`src/rtl/booth_pkg.sv`:
```
// Shared types and helpers for the radix-2 Booth multiplier.
// Holds the FSM state encoding and the step-counter width.
package booth_pkg;

  typedef enum logic {
    IDLE = 1'b0,
    CALC = 1'b1
  } state_t;

  function automatic int cnt_w(input int w);
    return $clog2(w + 2);
  endfunction

endpackage

```
`src/rtl/booth_step.sv`:
```
// One radix-2 Booth step: add/sub M, then arithmetic shift of {A,Q,Q-1}.
// Operates on N-bit extended operands.
module booth_step #(
  parameter int N = 9
) (
  input  logic [2*N:0] aqq,
  input  logic [N-1:0] m,
  output logic [2*N:0] aqq_nx
);

  logic [N-1:0] a;
  logic [N-1:0] q;
  logic         qm1;
  logic [N:0]   a_x;
  logic [N:0]   m_x;
  logic [N:0]   sum;

  // One guard bit keeps A+/-M exact before the shift drops it again.
  always_comb begin
    a   = aqq[2*N:N+1];
    q   = aqq[N:1];
    qm1 = aqq[0];
    a_x = {a[N-1], a};
    m_x = {m[N-1], m};
    sum = a_x;
    unique case ({q[0], qm1})
      2'b01:   sum = a_x + m_x;
      2'b10:   sum = a_x - m_x;
      default: sum = a_x;
    endcase
    aqq_nx = {sum, q};
  end

endmodule

```
`src/rtl/booth_mult_param.sv`:
```
// Sequential radix-2 Booth multiplier, WIDTH+1 steps per product.
// Signed or unsigned operands selected per request.
module booth_mult_param
  import booth_pkg::*;
#(
  parameter int WIDTH = 8
) (
  input  logic               clk,
  input  logic               rst,
  input  logic               start,
  input  logic               signed_mode,
  input  logic [WIDTH-1:0]   M_in,
  input  logic [WIDTH-1:0]   Q_in,
  output logic [2*WIDTH-1:0] P,
  output logic               done,
  output logic               busy
);

  localparam int N  = WIDTH + 1;
  localparam int CW = cnt_w(WIDTH);

  state_t        state;
  logic [N-1:0]  a_r;
  logic [N-1:0]  q_r;
  logic [N-1:0]  m_r;
  logic          qm1_r;
  logic [CW-1:0] cnt;
  logic [N-1:0]  m_ext;
  logic [N-1:0]  q_ext;
  logic [2*N:0]  aqq_nx;

  always_comb begin
    m_ext = {signed_mode & M_in[WIDTH-1], M_in};
    q_ext = {signed_mode & Q_in[WIDTH-1], Q_in};
  end

  booth_step #(
    .N(N)
  ) u_step (
    .aqq   ({a_r, q_r, qm1_r}),
    .m     (m_r),
    .aqq_nx(aqq_nx)
  );

  always_ff @(posedge clk or negedge rst) begin
    if (!rst) begin
      state <= IDLE;
      a_r   <= '0;
      q_r   <= '0;
      m_r   <= '0;
      qm1_r <= 1'b0;
      cnt   <= '0;
      P     <= '0;
      done  <= 1'b0;
      busy  <= 1'b0;
    end else begin
      done <= 1'b0;
      unique case (state)
        IDLE: begin
          if (start) begin
            m_r   <= m_ext;
            q_r   <= q_ext;
            a_r   <= '0;
            qm1_r <= 1'b0;
            cnt   <= CW'(N);
            busy  <= 1'b1;
            state <= CALC;
          end
        end
        CALC: begin
          {a_r, q_r, qm1_r} <= aqq_nx;
          cnt <= cnt - CW'(1);
          if (cnt == CW'(1)) begin
            P     <= aqq_nx[2*WIDTH:1];
            done  <= 1'b1;
            busy  <= 1'b0;
            state <= IDLE;
          end
        end
        default: state <= IDLE;
      endcase
    end
  end

endmodule

```
`config.mk`:
```
export PLATFORM = sky130hd
export DESIGN_NAME = booth_mult_param
export DESIGN_NICKNAME = d
export VERILOG_FILES = /design/src/rtl/booth_pkg.sv /design/src/rtl/booth_step.sv /design/src/rtl/booth_mult_param.sv
export SDC_FILE = /design/constraint.sdc
export NUM_CORES = 1
export LEC_CHECK = 0
export ABC_AREA = 1
export CAP_MARGIN = 30
export CORE_AREA = 3 3 118 63
export DETAILED_ROUTE_END_ITERATION = 10
export DIE_AREA = 0 0 121 66
export PLACE_DENSITY = 0.72
export SYNTH_ARGS = -nofsm -noshare
export SYNTH_HDL_FRONTEND = slang
export SYNTH_HIERARCHICAL = 1
export SYNTH_SLANG_ARGS = --single-unit
```
`constraint.sdc`:
```
create_clock -name clk -period 4.2 [get_ports clk]
set_input_delay 0.42 -clock clk [delete_from_list [all_inputs] [get_ports clk]]
set_output_delay 0.42 -clock clk [all_outputs]
set_load 0.005 [all_outputs]
```
==> results of run 1 <==
==> cells in the mapped netlist (all sizes together) <==
cell type	instances	area [um2]
nand4	2	12.5
inv	48	180
clkbuf	3	11.3
o211ai	4	30.0
dfrtp	51	1280
fa	1	20.0
nand3	16	90.1
o21bai	3	22.5
a31oi	1	6.26
nand2	137	527
nor2	18	82.6
a22o	3	26.3
a21oi	7	42.5
nor3	1	16.3
or2	1	6.26
nand3b	1	7.51
xor2	7	61.3
o21ai	35	194
xnor2	2	17.5
a21o	1	7.51
buf	17	119
ha	13	163
clkinv	1	3.75
==> final cells by class <==
cell class                 count  area, um2  share of cell area [%]
clock inverter                 3       22.5                   0.656
clock buffer                   5        125                    3.65
timing repair buffer          38        373                    10.9
multi-input combinational    253       1340                    38.9
sequential                    51       1280                    37.2
inverter                      49        184                    5.36
tap                           92        115                    3.36
==> routing by layer <==
layer / vias to the layer above / GRT usage (%) / wire length [um]
met5: - / 0 / 0
met4: 0 / 3.81 / 55
met3: 5 / 2.91 / 100
met2: 20 / 24.0 / 2540
met1: 1072 / 21.9 / 3040
li1: 1208 / - / -
==> worst paths after layout <==
kind                            depth (start not counted)     end
worst max-delay path                                   16  a_r[7]
worst min-delay path                                    2  a_r[7]
worst max register to register                         16  a_r[7]
worst min register to register                          2    P[1]
max in group asynchronous                               2  a_r[4]
min in group clk                                        2    P[1]
==> power groups by stage <==
stage	Combinational [mW]	Sequential, mW	Clock (mW)
after floorplan	1.58	0.881	0
after global placement	1.94	0.925	0
after detailed placement	1.97	0.929	0
after CTS	1.98	0.923	0.416
after global routing	2.27	0.957	0.435
final	1.97	0.924	0.404
==> kinds of logic (layout without fill, tap and decap cells) <==
| logic type | count (synthesis) | after routing | share of synthesized area [%] |
|---|---|---|---|
| fa+ha+maj | 14 | 14 | 6.25 |
| compound gates | 54 | 54 | 11.3 |
| buf+inv | 69 | 95 | 10.7 |
| xor+xnor | 9 | 9 | 2.70 |
| simple gates | 176 | 176 | 25.4 |
| flops | 51 | 51 | 43.7 |
==> flip-flops by register name, indices dropped and copies added, names as in the netlist <==
| name | cells |
|---|---|
| P | 16 |
| a_r | 9 |
| busy | 1 |
| cnt | 4 |
| done | 1 |
| m_r | 9 |
| q_r | 9 |
| qm1_r | 1 |
| state | 1 |
==> worst reg2reg max path, delay by kind of cell (launching register included) <==
kind,cells,cell delay [ns]
xor+xnor,1,0.14
fa+ha+maj,2,0.68
buf+inv,4,0.31
flops,1,0.37
simple gates,3,0.18
compound gates,6,0.86
==> metrics by stage <==
stage,area [um2],util (%),std cells
5_1_grt,3430,52.4,491
3_5_place_dp,3280,50.2,483
6_report,3430,52.4,491
4_1_cts,3430,52.4,491
3_3_place_gp,3280,50.2,483
2_1_floorplan,2920,-,373
==> placed cells by master, fill, tap and decap left out, drive strengths merged <==
master	count
a21o	1
a21oi	7
a22o	3
a31oi	1
buf	2
clkbuf	5
clkdlybuf4s50	36
clkinv	3
dfrtp	51
fa	1
ha	13
inv	49
nand2	137
nand3	16
nand3b	1
nand4	2
nor2	18
nor3	1
o211ai	4
o21ai	35
o21bai	3
or2	1
xnor2	2
xor2	7
==> results by group, run 1 <==
Critical path
  • CP arrival: approximately 2.8 ns
  • Critical path type: flip-flop to flip-flop
  • Crit-path slowest cell: dfrtp_1
  • CP peak stage delay: approximately 0.37 ns
  • Critical Path Start: qm1_r
  • CP most frequent cell: inv_1
  • CP bufs+invs: 4
  • Cell Chain, Critical Path: inv_1, ha_1, inv_1, o21ai_0, o21ai_0, xor2_1, inv_1, ha_1, inv_1, o21bai_1, a21oi_1, nand2_1, nand2_1, nand3_1, o21ai_0, a22o_1
  • Worst-path fanout max: 11
  • Setup crit end kind: flip-flop
  • Critical path launch point type: flip-flop
  • Crit path max-delay family: compound AO/OA/AOI/OAI gates
  • Reg2reg setup slack: 1.55 ns
  • WP data required: 4.38 ns
  • Worst r2r src: qm1_r

STA
  • Final min period: between 2 and 3 ns
  • Setup TNS: 0 ns
  • RSZ-0062 raised after global routing: no
  • Max Fclk: between 300 and 400 MHz
  • Fin crit share: a little over three fifths
  • Fin. Hold Viols: 0
  • Clock skew: 0.00576 ns
  • Count of final setup violators: 0
  • Slew @ Worst Pin: about 1.0 ns
  • Final Max Tran Viols: 0
  • Hold slack: approximately 0.23 ns
  • Fin worst setup slack: between 1.5 and 2 ns
  • Rel. slew slack: 32.0%

Power
  • Internal: between 1.5 and 2 mW
  • Worst vdd ir: between 0.0003 and 0.0004 V
  • Lkg Pwr: about 1.7 nW
  • Clk pwr share: between 10% and 20%
  • Flop pwr share: between 20% and 30%
  • Logic gate share of total power: between 50% and 60%
  • Cell area power density: 961 nW/um2
  • Switching Share: between 40% and 50%
  • Power, Total: around 3.3 mW
  • Sw power: roughly 1.5 mW

Clocking
  • Skew-Pair Late Insertion Delay: between 0.2 and 0.3 ns
  • Longest Clk Path Bufs: 2
  • Num CTS Buffers: 5
  • TritonCTS Sinks: 51
  • Root Driver: clkbuf_16
  • Post_cts resized: 0
  • Hold_buf cts: 0
  • H-Tree Depth: 2
  • Worst-path clk slew: roughly 0.070 ns
  • CTS tree: done
  • Post-CTS setup buffer count: 0

Status
  • Status: finished clean

Floorplan
  • I/O Pins: 38
  • Die area: between 7000 and 8000 um2
  • Core ar.: between 6000 and 7000 um2
  • Die height: 66 um
  • FP Rows: 21
  • Die X: roughly 120 um
  • Initial Utilization: between 40% and 50%

Global route
  • Largest net degree at the start of global routing: between 50 and 60
  • Vias in the first global route: 2,111
  • Global-route wire length before repair: 9920 um
  • Total GRT Usage: around 15%
  • Remaining Overflow, GRT: 0
  • Initial antenna violation count: 0

Detailed routing
  • DRC violations left: 0
  • Drt total wl: 5730 um
  • Drt pass-1 iters: 4
  • Via count of the routed design: around 2,300
  • Post-DR wirelength/cell: approximately 12 um
  • Vias/cell: roughly 4.7
  • ANT nets after route: 0
  • DR iter-0 viols: 172

Yosys
  • Register bit count reported by yosys: about 50
  • Synth cell types: 33
  • Net count after synthesis: 407
  • Synth Warn #: 6
  • Avg Inst Size Synth: between 7 and 8 um2
  • Synth Cell Area: 2920 um2
  • Post-synthesis sequential area ratio: 43.7%
  • Cells after Synth: ~370

Job
  • Max-Cap Viols: 0

Placed design
  • Placer congestion estimate: slightly above 0.9
  • Dpl ws: ~1.6 ns
  • Port Buffers: 37
  • Post-detail-place hpwl: around 4100 um

Cells and area
  • N_diodes: 0
  • Area delta synth->final: 17.4%
  • FILL cells: 618
  • Final #Nets: approximately 430
  • Ratio of cells with drive above 1 in the final layout: 8.27%

Min path
  • Worst hold-check path type: input pin to asynchronous set/reset pin
No activity file was read; power rests on OpenSTA's default activity.
==> run 2, diff against run 1 <==
==> constraint.sdc (replaced) <==
create_clock -name clk -period 2.68 [get_ports clk]
set_input_delay 0.268 -clock clk [delete_from_list [all_inputs] [get_ports clk]]
set_output_delay 0.268 -clock clk [all_outputs]
set_load 0.005 [all_outputs]
==> results by group, run 2 (synthesized netlist as in run 1, its figures left out) <==
Detailed routing
  • Via count of the routed design: roughly 2,400
  • Post-DR wirelength/cell: 12.4 um
  • DRC violations left: 0
  • DR iter-0 viols: around 120
  • Drt total wl: slightly above 6000 um
  • ANT nets after route: 0
  • Drt pass-1 iters: 4
  • Vias/cell: 4.79

Global route
  • Vias in the first global route: around 2,200
  • Remaining Overflow, GRT: 0
  • Largest net degree at the start of global routing: 23
  • Initial antenna violation count: 0
  • Global-route wire length before repair: 10,400 um
  • Total GRT Usage: ~16%

Clocking
  • CTS tree: done
  • Longest Clk Path Bufs: 2
  • Skew-Pair Late Insertion Delay: approximately 0.30 ns
  • TritonCTS Sinks: 51
  • Worst-path clk slew: roughly 0.08 ns
  • Num CTS Buffers: 5
  • H-Tree Depth: 2
  • Root Driver: clkbuf_16

Cells and area
  • Largest register FFs: 16
  • N_diodes: 0
  • Final cell count without fillers: around 500
  • Final #Nets: roughly 440
  • Final instance area: 3570 um2
  • Commonest non-fill, non-tap cell in the layout: nand2_1
  • Register with the most flip-flops: P
  • Area delta synth->final: 22.1%
  • Commonest cells after routing, fill and taps aside: 131 x nand2_1, 48 x dfrtp_1, 45 x inv_1, 36 x clkdlybuf4s50_1, 28 x o21ai_0
  • Ratio of cells with drive above 1 in the final layout: 12.4%

Critical path
  • WP data required: 2.84 ns
  • Worst-path fanout max: 5
  • Critical path launch point type: flip-flop
  • Worst Reg2Reg Path Length in Cells: 16
  • Reg2reg setup slack: around 0.16 ns
  • Setup crit end kind: flip-flop
  • Worst r2r src: m_r[0]
  • R2r endpoint: a_r[6]
  • CP arrival: approximately 2.7 ns
  • Critical path type: flip-flop to flip-flop

Status
  • Status: finished clean

Placed design
  • Dpl ws: between 0.06 and 0.07 ns
  • Port Buffers: 37
  • Post-detail-place hpwl: ~4400 um
  • Placed insts: a little under 500
  • Placer congestion estimate: around 0.9
  • Cell Area, Placed: ~3300 um2

STA
  • Rel. slew slack: slightly above 50%
  • Slew @ Worst Pin: 0.739 ns
  • Fin crit share: approximately 94%
  • Fin worst setup slack: roughly 0.16 ns
  • Clock skew: around 0.013 ns
  • Fin. Hold Viols: 0
  • Final Max Tran Viols: 0
  • Hold slack: around 0.43 ns
  • Max Fclk: between 300 and 400 MHz
  • Final min period: 2.52 ns
  • Count of final setup violators: 0

Floorplan
  • Core ar.: 6540 um2
  • I/O Pins: 38
  • Die area: between 7000 and 8000 um2
  • FP Rows: 21
  • Die X: between 100 and 150 um
  • Initial Utilization: ~45%
  • Die height: between 60 and 70 um

Power
  • Clk pwr share: about 12%
  • Switching Share: approximately 46%
  • Cell area power density: around 1500 nW/um2
  • Sw power: about 2.5 mW
  • Lkg Pwr: approximately 1.8 nW
  • Logic gate share of total power: 61.0%
  • Worst vdd ir: roughly 0.00053 V
  • Internal: 2.96 mW
  • Flop pwr share: a little over a quarter

Job
  • Max-Cap Viols: 0

Min path
  • Worst hold-check path type: input pin to asynchronous set/reset pin
## run 2: worst max-delay path by stage
stage / startpoint / endpoint / cells after the start
detailed placement: qm1_r / a_r[7] / 15
CTS: qm1_r / a_r[7] / 15
finish: m_r[0] / a_r[6] / 16
floorplan: q_r[0] / a_r[8] / 18
global placement: qm1_r / a_r[7] / 16
global route: m_r[0] / a_r[8] / 18
## run 2: final cells by class
cell class / instances / area, um2
clock buffer: 5 / 125
clock inverter: 3 / 27.5
fill: 597 / 2970
inverter: 49 / 184
multi-input combinational: 253 / 1380
sequential: 51 / 1280
tap: 92 / 115
timing repair buffer: 49 / 458
## run 2: metal layers
layer | up-vias | wire length, um | GRT usage [%]
li1 | 1225 | - | -
met1 | 1136 | 3000 | 22.8
met5 | - | 0 | 0
met4 | 0 | 35 | 6.07
met2 | 44 | 2990 | 25.9
met3 | 2 | 181 | 2.82
## run 2: per-stage QoR
| stage | setup TNS, ns | total power, mW | util (%) |
|---|---|---|---|
| CTS | 0 | 5.28 | 53.2 |
| floorplan | 0 | 3.86 | - |
| finish | 0 | 5.46 | 54.5 |
| global route | -0.0558 | 6.04 | 54.5 |
| detailed placement | 0 | 4.58 | 50.7 |
| global placement | 0 | 4.50 | 50.7 |
## run 2: what timing repair did
item,4_1_cts,5_1_grt
endpoints found under the setup margin,0,6
setup buffers,0,5
endpoints found under the hold margin,16,0
resized for setup,0,11
hold buffers,1,0
## run 2: critical path, cell delays in order (launching register included)
cell,delay (ns)
dfrtp_1,0.41
inv_1,0.07
ha_2,0.20
a21oi_1,0.18
xor2_1,0.15
inv_1,0.06
ha_1,0.33
a21oi_1,0.24
nand2_2,0.10
a21oi_2,0.15
inv_1,0.08
nand2_1,0.07
nand3_1,0.06
nand3_1,0.08
nand2_1,0.06
inv_1,0.07
o21ai_0,0.07
## run 2: power by group through the flow
stage               Combinational, mW  Sequential, mW  Clock, mW
floorplan                        2.48            1.38          0
global placement                 3.05            1.45          0
detailed placement               3.12            1.46          0
CTS                              3.15            1.45      0.674
global route                     3.82            1.52      0.706
finish                           3.33            1.47      0.662
